`src/rtl/mac_seq_ctrl.sv`:
```
`default_nettype none
// ============================================================================
// Module   : mac_seq_ctrl
// Brief    : Dense-layer neuron sequencer. It walks the activation and weight
//            buffers and accumulates signed products onto a bias. The result
//            leaves on a valid/ready port. Optional macro RELU_EN clamps
//            negative results to zero.
// Revision : 1.0 - initial release
// ============================================================================
module mac_seq_ctrl #(
    parameter int INPUT_BITWIDTH = 16,
    parameter int ACC_BITWIDTH   = 2*INPUT_BITWIDTH+8,
    parameter int ADDR_WIDTH     = 8
) (
    input  logic                      clk,
    input  logic                      rst,
    input  logic                      start,
    input  logic [ADDR_WIDTH:0]       num_inputs,
    input  logic [INPUT_BITWIDTH-1:0] bias,
    output logic                      busy,
    output logic                      rd_en,
    output logic [ADDR_WIDTH-1:0]     rd_addr,
    input  logic [INPUT_BITWIDTH-1:0] a_in,
    input  logic [INPUT_BITWIDTH-1:0] w_in,
    output logic [ACC_BITWIDTH-1:0]   result,
    output logic                      result_valid,
    input  logic                      result_ready
);

    localparam int                  c_PROD_W   = 2*INPUT_BITWIDTH;
    localparam logic [ADDR_WIDTH:0] c_N_ONE    = {{ADDR_WIDTH{1'b0}}, 1'b1};
    localparam logic [ADDR_WIDTH-1:0] c_A_ONE  = {{(ADDR_WIDTH-1){1'b0}}, 1'b1};

    typedef enum logic [1:0] {
        ST_IDLE  = 2'd0,
        ST_FETCH = 2'd1,
        ST_DRAIN = 2'd2,
        ST_OUT   = 2'd3
    } state_t;

    state_t                    r_state;
    state_t                    w_state_next;
    logic [ADDR_WIDTH:0]       r_n;
    logic [ADDR_WIDTH-1:0]     r_count;
    logic                      r_mac_en;
    logic [ACC_BITWIDTH-1:0]   r_acc;
    logic [ACC_BITWIDTH-1:0]   r_result;

    logic signed [c_PROD_W-1:0] w_prod;
    logic [ACC_BITWIDTH-1:0]    w_prod_ext;
    logic [ACC_BITWIDTH-1:0]    w_bias_ext;
    logic [ACC_BITWIDTH-1:0]    w_acc_sum;
    logic                       w_last;
    logic                       w_start_ok;

    assign w_prod     = $signed(a_in) * $signed(w_in);
    assign w_prod_ext = {{(ACC_BITWIDTH-c_PROD_W){w_prod[c_PROD_W-1]}}, w_prod};
    assign w_bias_ext = {{(ACC_BITWIDTH-INPUT_BITWIDTH){bias[INPUT_BITWIDTH-1]}}, bias};
    // Includes the product landing this edge, so the DRAIN edge captures the full sum.
    assign w_acc_sum  = r_mac_en ? (r_acc + w_prod_ext) : r_acc;
    assign w_last     = ({1'b0, r_count} == (r_n - c_N_ONE));
    assign w_start_ok = (r_state == ST_IDLE) && start;

    function automatic logic [ACC_BITWIDTH-1:0] f_finalize(input logic [ACC_BITWIDTH-1:0] v);
`ifdef RELU_EN
        return v[ACC_BITWIDTH-1] ? '0 : v;
`else
        return v;
`endif
    endfunction

    always_ff @(posedge clk or posedge rst) begin
        if (rst) begin
            r_state <= ST_IDLE;
        end else begin
            r_state <= w_state_next;
        end
    end

    always_comb begin
        w_state_next = r_state;
        case (r_state)
            ST_IDLE:  if (start) w_state_next = (num_inputs == '0) ? ST_OUT : ST_FETCH;
            ST_FETCH: if (w_last) w_state_next = ST_DRAIN;
            ST_DRAIN: w_state_next = ST_OUT;
            ST_OUT:   if (result_ready) w_state_next = ST_IDLE;
            default:  w_state_next = ST_IDLE;
        endcase
    end

    always_ff @(posedge clk or posedge rst) begin
        if (rst) begin
            r_n      <= '0;
            r_count  <= '0;
            r_mac_en <= 1'b0;
            r_acc    <= '0;
            r_result <= '0;
        end else begin
            r_mac_en <= (r_state == ST_FETCH);

            if (w_start_ok) begin
                r_n     <= num_inputs;
                r_count <= '0;
            end else if ((r_state == ST_FETCH) && !w_last) begin
                r_count <= r_count + c_A_ONE;
            end

            if (w_start_ok) begin
                r_acc <= w_bias_ext;
            end else if (r_mac_en) begin
                r_acc <= w_acc_sum;
            end

            // The result register only loads on entry to OUT.
            if (w_start_ok && (num_inputs == '0)) begin
                r_result <= f_finalize(w_bias_ext);
            end else if (r_state == ST_DRAIN) begin
                r_result <= f_finalize(w_acc_sum);
            end
        end
    end

    assign busy         = (r_state != ST_IDLE);
    assign rd_en        = (r_state == ST_FETCH);
    assign rd_addr      = r_count;
    assign result       = r_result;
    assign result_valid = (r_state == ST_OUT);

endmodule
`default_nettype wire

```
`config.mk`:
```
export PLATFORM = sky130hd
export DESIGN_NAME = mac_seq_ctrl
export DESIGN_NICKNAME = d
export VERILOG_FILES = /design/src/rtl/mac_seq_ctrl.sv
export SDC_FILE = /design/constraint.sdc
export NUM_CORES = 1
export LEC_CHECK = 0
export CORE_UTILIZATION = 46
export DETAILED_ROUTE_END_ITERATION = 8
export PLACE_DENSITY = 0.71
export SLEW_MARGIN = 5
export SYNTH_ARGS = -nofsm -noshare
export SYNTH_HDL_FRONTEND = slang
export SYNTH_SLANG_ARGS = --single-unit
```
`constraint.sdc`:
```
create_clock -name clk -period 10.05 [get_ports clk]
set_input_delay 3.015 -clock clk [delete_from_list [all_inputs] [get_ports clk]]
set_output_delay 3.015 -clock clk [all_outputs]
set_load 0.1 [all_outputs]
```
* Yosys cells after proc, flatten, opt, wreduce, memory -nomap -nowiden
Cells that the tools add are included.
** Storage, ports and cells
- Register bits after elaboration :: 100
- Logic and storage cells :: 40
- Input bits :: 61
- Output and inout bits :: 51
** Cells by class
- Equal/unequal tests :: 7
- Mux-type cells :: 12
- Multiply operators :: 1
- Reductions and logical operators :: 11
- Add/sub/neg operators :: 3
** Operators with widths (count)
- 40-bit 2-to-1 mux :: 5
- 40-bit adder :: 1
- 16-bit by 16-bit multiplier with 32-bit output :: 1
- 8-bit 2-to-1 mux :: 2
- 8-bit by 9-bit == test with 1-bit output :: 1
- 9-bit zero test :: 1
- 9-bit by 1-bit subtractor with 9-bit output (second input constant) :: 1
- 8-bit by 1-bit adder with 8-bit output (second input constant) :: 1
- 2-bit 2-to-1 mux :: 4
- 2-bit case mux with 4 select lines :: 1
- 2-bit nonzero test :: 4
- 2-bit == test (second input constant) :: 2
- 2-bit by 1-bit != test with 1-bit output (second input constant) :: 2
- 1-bit logical AND :: 3
- 3-bit AND reduction :: 1
- 2-bit by 1-bit == test with 1-bit output (second input constant) :: 1
- 2-bit zero test :: 1
- 2-bit != test (second input constant) :: 1
- 1-bit zero test :: 1

* Longest topological paths before layout
- Depth in word-level cells :: 6
- Mapped depth :: 35
- Gate-level depth less buffers :: 34

* Worst setup path before layout
OpenSTA, ideal clock, no wires.
- Kind :: input port to flip-flop
- From :: input a_in[15]
- To :: register r_acc[38]
- Data arrival time :: 10.780 ns
- Stages :: 28
- Library setup time :: 0.082 ns
- Required time :: 9.968 ns
- Slack :: -0.812 ns
- Path buffers :: 3
- Path through :: clkbuf_1 -> nand2_1 -> inv_1 -> fa_1 -> fa_1 -> fa_1 -> fa_1 -> fa_1 -> fa_1 -> ha_1 -> clkbuf_1 -> nand3_1 -> nor2_1 -> nand4_1 -> a211oi_1 -> o2111ai_1 -> and3_1 -> nor3_1 -> ha_1 -> clkbuf_1 -> a21oi_1 -> o21bai_1 -> a21oi_1 -> nand3_1 -> a21o_1 -> a41oi_1 -> mux2_2 -> a31oi_1
** Between the ends
- Cells in the longest elaborated chain, start to end :: 5
** RTL lines
- start: declaration :: line 23 : input logic [INPUT_BITWIDTH-1:0] a_in,
- 16-bit by 16-bit multiplier with 32-bit output :: line 56 : assign w_prod = $signed(a_in) * $signed(w_in);
- 40-bit adder :: line 60 : assign w_acc_sum = r_mac_en ? (r_acc + w_prod_ext) : r_acc;
- 40-bit 2-to-1 mux :: line 60
- 40-bit 2-to-1 mux :: line 110 : end else if (r_mac_en) begin
- 40-bit 2-to-1 mux :: line 108 : if (w_start_ok) begin
- end signal: assignment :: line 109 : r_acc <= w_bias_ext;
- end signal: assignment :: line 111 : r_acc <= w_acc_sum;
- end: declaration :: line 46 : logic [ACC_BITWIDTH-1:0] r_acc;
No other way between the ends. The select of a mux whose other input is x is not followed.
A chain may end at the register's enable or synchronous reset.

* Worst setup path after layout
- From :: input a_in[9]
- To :: register r_result[37], in the netlist result[37]
** Between the ends
- Cells in the longest elaborated chain, start to end :: 5
** RTL lines
- 16-bit by 16-bit multiplier with 32-bit output :: line 56
- 40-bit adder :: line 60
- 40-bit 2-to-1 mux :: line 60
- 40-bit 2-to-1 mux :: line 117 : end else if (r_state == ST_DRAIN) begin
- 40-bit 2-to-1 mux :: line 115 : if (w_start_ok && (num_inputs == '0)) begin
- end signal: assignment :: line 116 : r_result <= f_finalize(w_bias_ext);
- end signal: assignment :: line 118 : r_result <= f_finalize(w_acc_sum);
- end: declaration :: line 47 : logic [ACC_BITWIDTH-1:0] r_result;
No other way between the ends. The select of a mux whose other input is x is not followed.

==> impl_metrics.tcl <==
set metrics [dict create \
    status "finished, violations left" \
    violations "setup timing" \
    slew_headroom_pct 30.5 \
    fin_ws_ns -0.341 \
    antenna_cells 0 \
    synth_area_leaders "fa_1, dfrtp_1, ha_1, inv_1, and2_1" \
    hold_violations 0 \
    synth_top_family_by_area "adder cells" \
    crit_required_ns 10.29 \
    nets 2723 \
    cts_tree "done" \
    cts_buffers 9 \
    first_global_vias 15200 \
    clk_pin_slew_worst_paths_ns 0.07 \
    area_delta_synth_final_pct 31.9 \
    timing.final.crit_period_ns 10.39 \
    skew_ns 0.0123 \
    yosys.area_share.simple_pct 16.6 \
    drtIter0Drc 792 \
    die_area_mm2 0.0369 \
    wl_per_cell_um 16.3 \
    antenna_found_initial 0 \
    grt_max_degree 80 \
    arrival_ns 10.63 \
    synthAdderAreaFrac_pct 41.5 \
    ff2ff_setup_slack_ns 6.53 \
    cts.sinks 100 \
    grt.overflow.total 0 \
    yosys.area.top_type "fa_1" \
    io_pins 112 \
    crit_type "in2reg" \
    utilization_pct 61.6 \
    maxCapViolCount 0 \
    synth_top_area_share_pct 31.7 \
    synth-compound-area-share_pct 12.1 \
    synth-edff-count 0 \
    route.detailed.drc 0 \
    insertion_delay_ns 0.35 \
    synthArstFlopShare_pct 100 \
    period_share_pct 103 \
    setup_viol 21 \
    postSynthAreaPerCell_um2 8.82 \
    rows 69 \
    totalNegativeSetupSlack_ns -3.48 \
    grt_setup_unrepaired "true" \
    seq_area_frac_synth_pct 15.1 \
    worst_hold_slack_ns 0.518 \
    track_usage_pct 25.1 \
    ys_seq_elements 100 \
    synth_xor_area_share_pct 3.90 \
    ctsHoldBuffers 0 \
    crit_path_start "a_in[9]" \
    drtAntennaViolNets 0 \
    timing.rr.start "r_acc[6]" \
    reg2regPathDepth 12 \
    viasPerCell 5.26 \
    port_buffers 111 \
    yosys_warnings 0 \
    fmax_ghz 0.0962 \
    clk_path_buf_depth 2 \
    num_vias 14400 \
    synth_cell_types 65 \
    synth_area_mm2 0.0166 \
    end_kind "flop" \
    worst_slew_pin_slew_ns 1.04 \
    muxShareOfSynthArea_pct 2.02 \
    die_y_um 192 \
    cp_slowest_cell "fa_1" \
    drive_gt1_share_pct 26.1 \
    path_common_cell "fa_1" \
    syn-num-nets 2337 \
    cts_root_buffer "clkbuf_16" \
    dr.pass1.iters 7 \
    hold_path_class "reg2reg" \
    r2r_end "result[37]" \
    cp-endpoint "result[37]" \
    grt_pass1_wl_mm 74.6 \
    critPathMaxFanout 5 \
    place_hpwl_mm 34.4 \
    max_stage_delay_ns 0.55 \
    coreArea_mm2 0.0356 \
    drv_slew 0 \
    place_congestion 0.915 \
    synth_cells 1883 \
    ys_dominant_reg_cell "dfrtp_1" \
    start_util_pct 46.7 \
    wirelength_mm 44.5 \
    cts-htree-levels 3 \
    worst_setup_path_start_kind "input pin" \
    die_w_um 192 \
]
-- stage by stage --
step                setup slack [ns]  instances  instance area [µm²]
global route                  -0.641       2735                21900
floorplan                    -0.0191       1883                16900
global placement              -0.900       2648                20300
detailed placement             -1.05       2648                20300
finish                        -0.341       2735                21900
CTS                           -0.250       2729                21400
-- critical path: cells and delay by family --
kind / cells / cell delay [ns]
AO/OA/AOI/OAI: 13 / 1.76
adder cells (fa/ha/maj): 8 / 3.67
XOR/XNOR: 1 / 0.19
AND/OR/NAND/NOR: 7 / 1.34
buffers and inverters: 7 / 0.64
-- sequential cells by signal (all words and copies together) (netlist names) --
signal    count
r_acc        40
r_mac_en      1
r_n           9
r_state       2
rd_addr       8
result       40
-- routing by layer --
layer	vias up	part of all wire, %	wire length [µm]	global-route usage (%)
li1	6781	-	-	-
met1	7119	44	19600	33.8
met2	400	49	21700	43.1
met3	87	5.0	2220	2.91
met4	0	2.4	1050	5.91
met5	-	0	0	0
-- cells in the final DEF (no fill, tap or decap), types with 46 or more instances in the layout --
cell             count
buf_4              293
inv_1              284
fa_1               247
nand2_1            200
ha_1               112
and2_1             110
dfrtp_1             99
nor2_1              98
a21oi_1             90
clkdlybuf4s50_1     80
buf_6               46
-- how the worst min path moves through the flow --
stage               startpoint         end  slack (ns)  cells past startpoint
finish                  r_n[8]      r_n[8]        0.52                      2
global route        r_state[1]  r_state[1]        0.57                      2
CTS                     r_n[8]      r_n[8]        0.53                      2
detailed placement      r_n[8]      r_n[8]        0.51                      2
global placement        r_n[8]      r_n[8]        0.49                      2
floorplan               r_n[8]      r_n[8]        0.46                      2
-- Yosys cell counts (all sizes together), types with 2 or more instances --
| cell | count |
|---|---|
| a211o | 5 |
| a211oi | 20 |
| a21boi | 2 |
| a21o | 32 |
| a21oi | 126 |
| a221oi | 3 |
| a311oi | 3 |
| a31o | 2 |
| a31oi | 7 |
| a41oi | 4 |
| and2 | 132 |
| and3 | 14 |
| and4 | 2 |
| buf | 3 |
| clkbuf | 71 |
| dfrtp | 100 |
| fa | 263 |
| ha | 130 |
| inv | 311 |
| mux2 | 4 |
| mux2i | 29 |
| nand2 | 217 |
| nand2b | 12 |
| nand3 | 17 |
| nand3b | 2 |
| nand4 | 13 |
| nor2 | 105 |
| nor2b | 15 |
| nor3 | 19 |
| nor3b | 2 |
| nor4 | 7 |
| o211ai | 7 |
| o21a | 7 |
| o21ai | 71 |
| o21bai | 11 |
| o221ai | 6 |
| o22ai | 3 |
| o31ai | 8 |
| or2 | 2 |
| or3 | 6 |
| xnor2 | 47 |
| xor2 | 27 |
-- final cells by class --
| cell class | instances | area [µm²] |
|---|---|---|
| Multi-Input combinational cell | 1397 | 13600 |
| Fill cell | 2950 | 13700 |
| Clock inverter | 6 | 76.3 |
| Tap cell | 461 | 577 |
| Clock buffer | 10 | 239 |
| Sequential cell | 100 | 2500 |
| Timing Repair Buffer | 449 | 3770 |
| Inverter | 312 | 1180 |
-- cell families (layout without fill, tap and decap cells) --
kind of cell,count (synthesis),in the layout
fa+ha+maj,393,393
xor+xnor,74,74
compound gates,328,328
flops,100,100
buf+inv,386,777
simple gates,569,569
mux,33,33
-- timing repair --
action / in CTS / in global routing
pin swaps: 99 / 113
endpoints found under the hold margin: 0 / 0
setup endpoints to repair: 43 / 43
setup buffers: 60 / 25
cloned: 7 / 0
resized for setup: 199 / 187
Power is left out: the tool's default activity adds up to more than one toggle a clock period on the data nets, which glitch-free logic cannot reach.
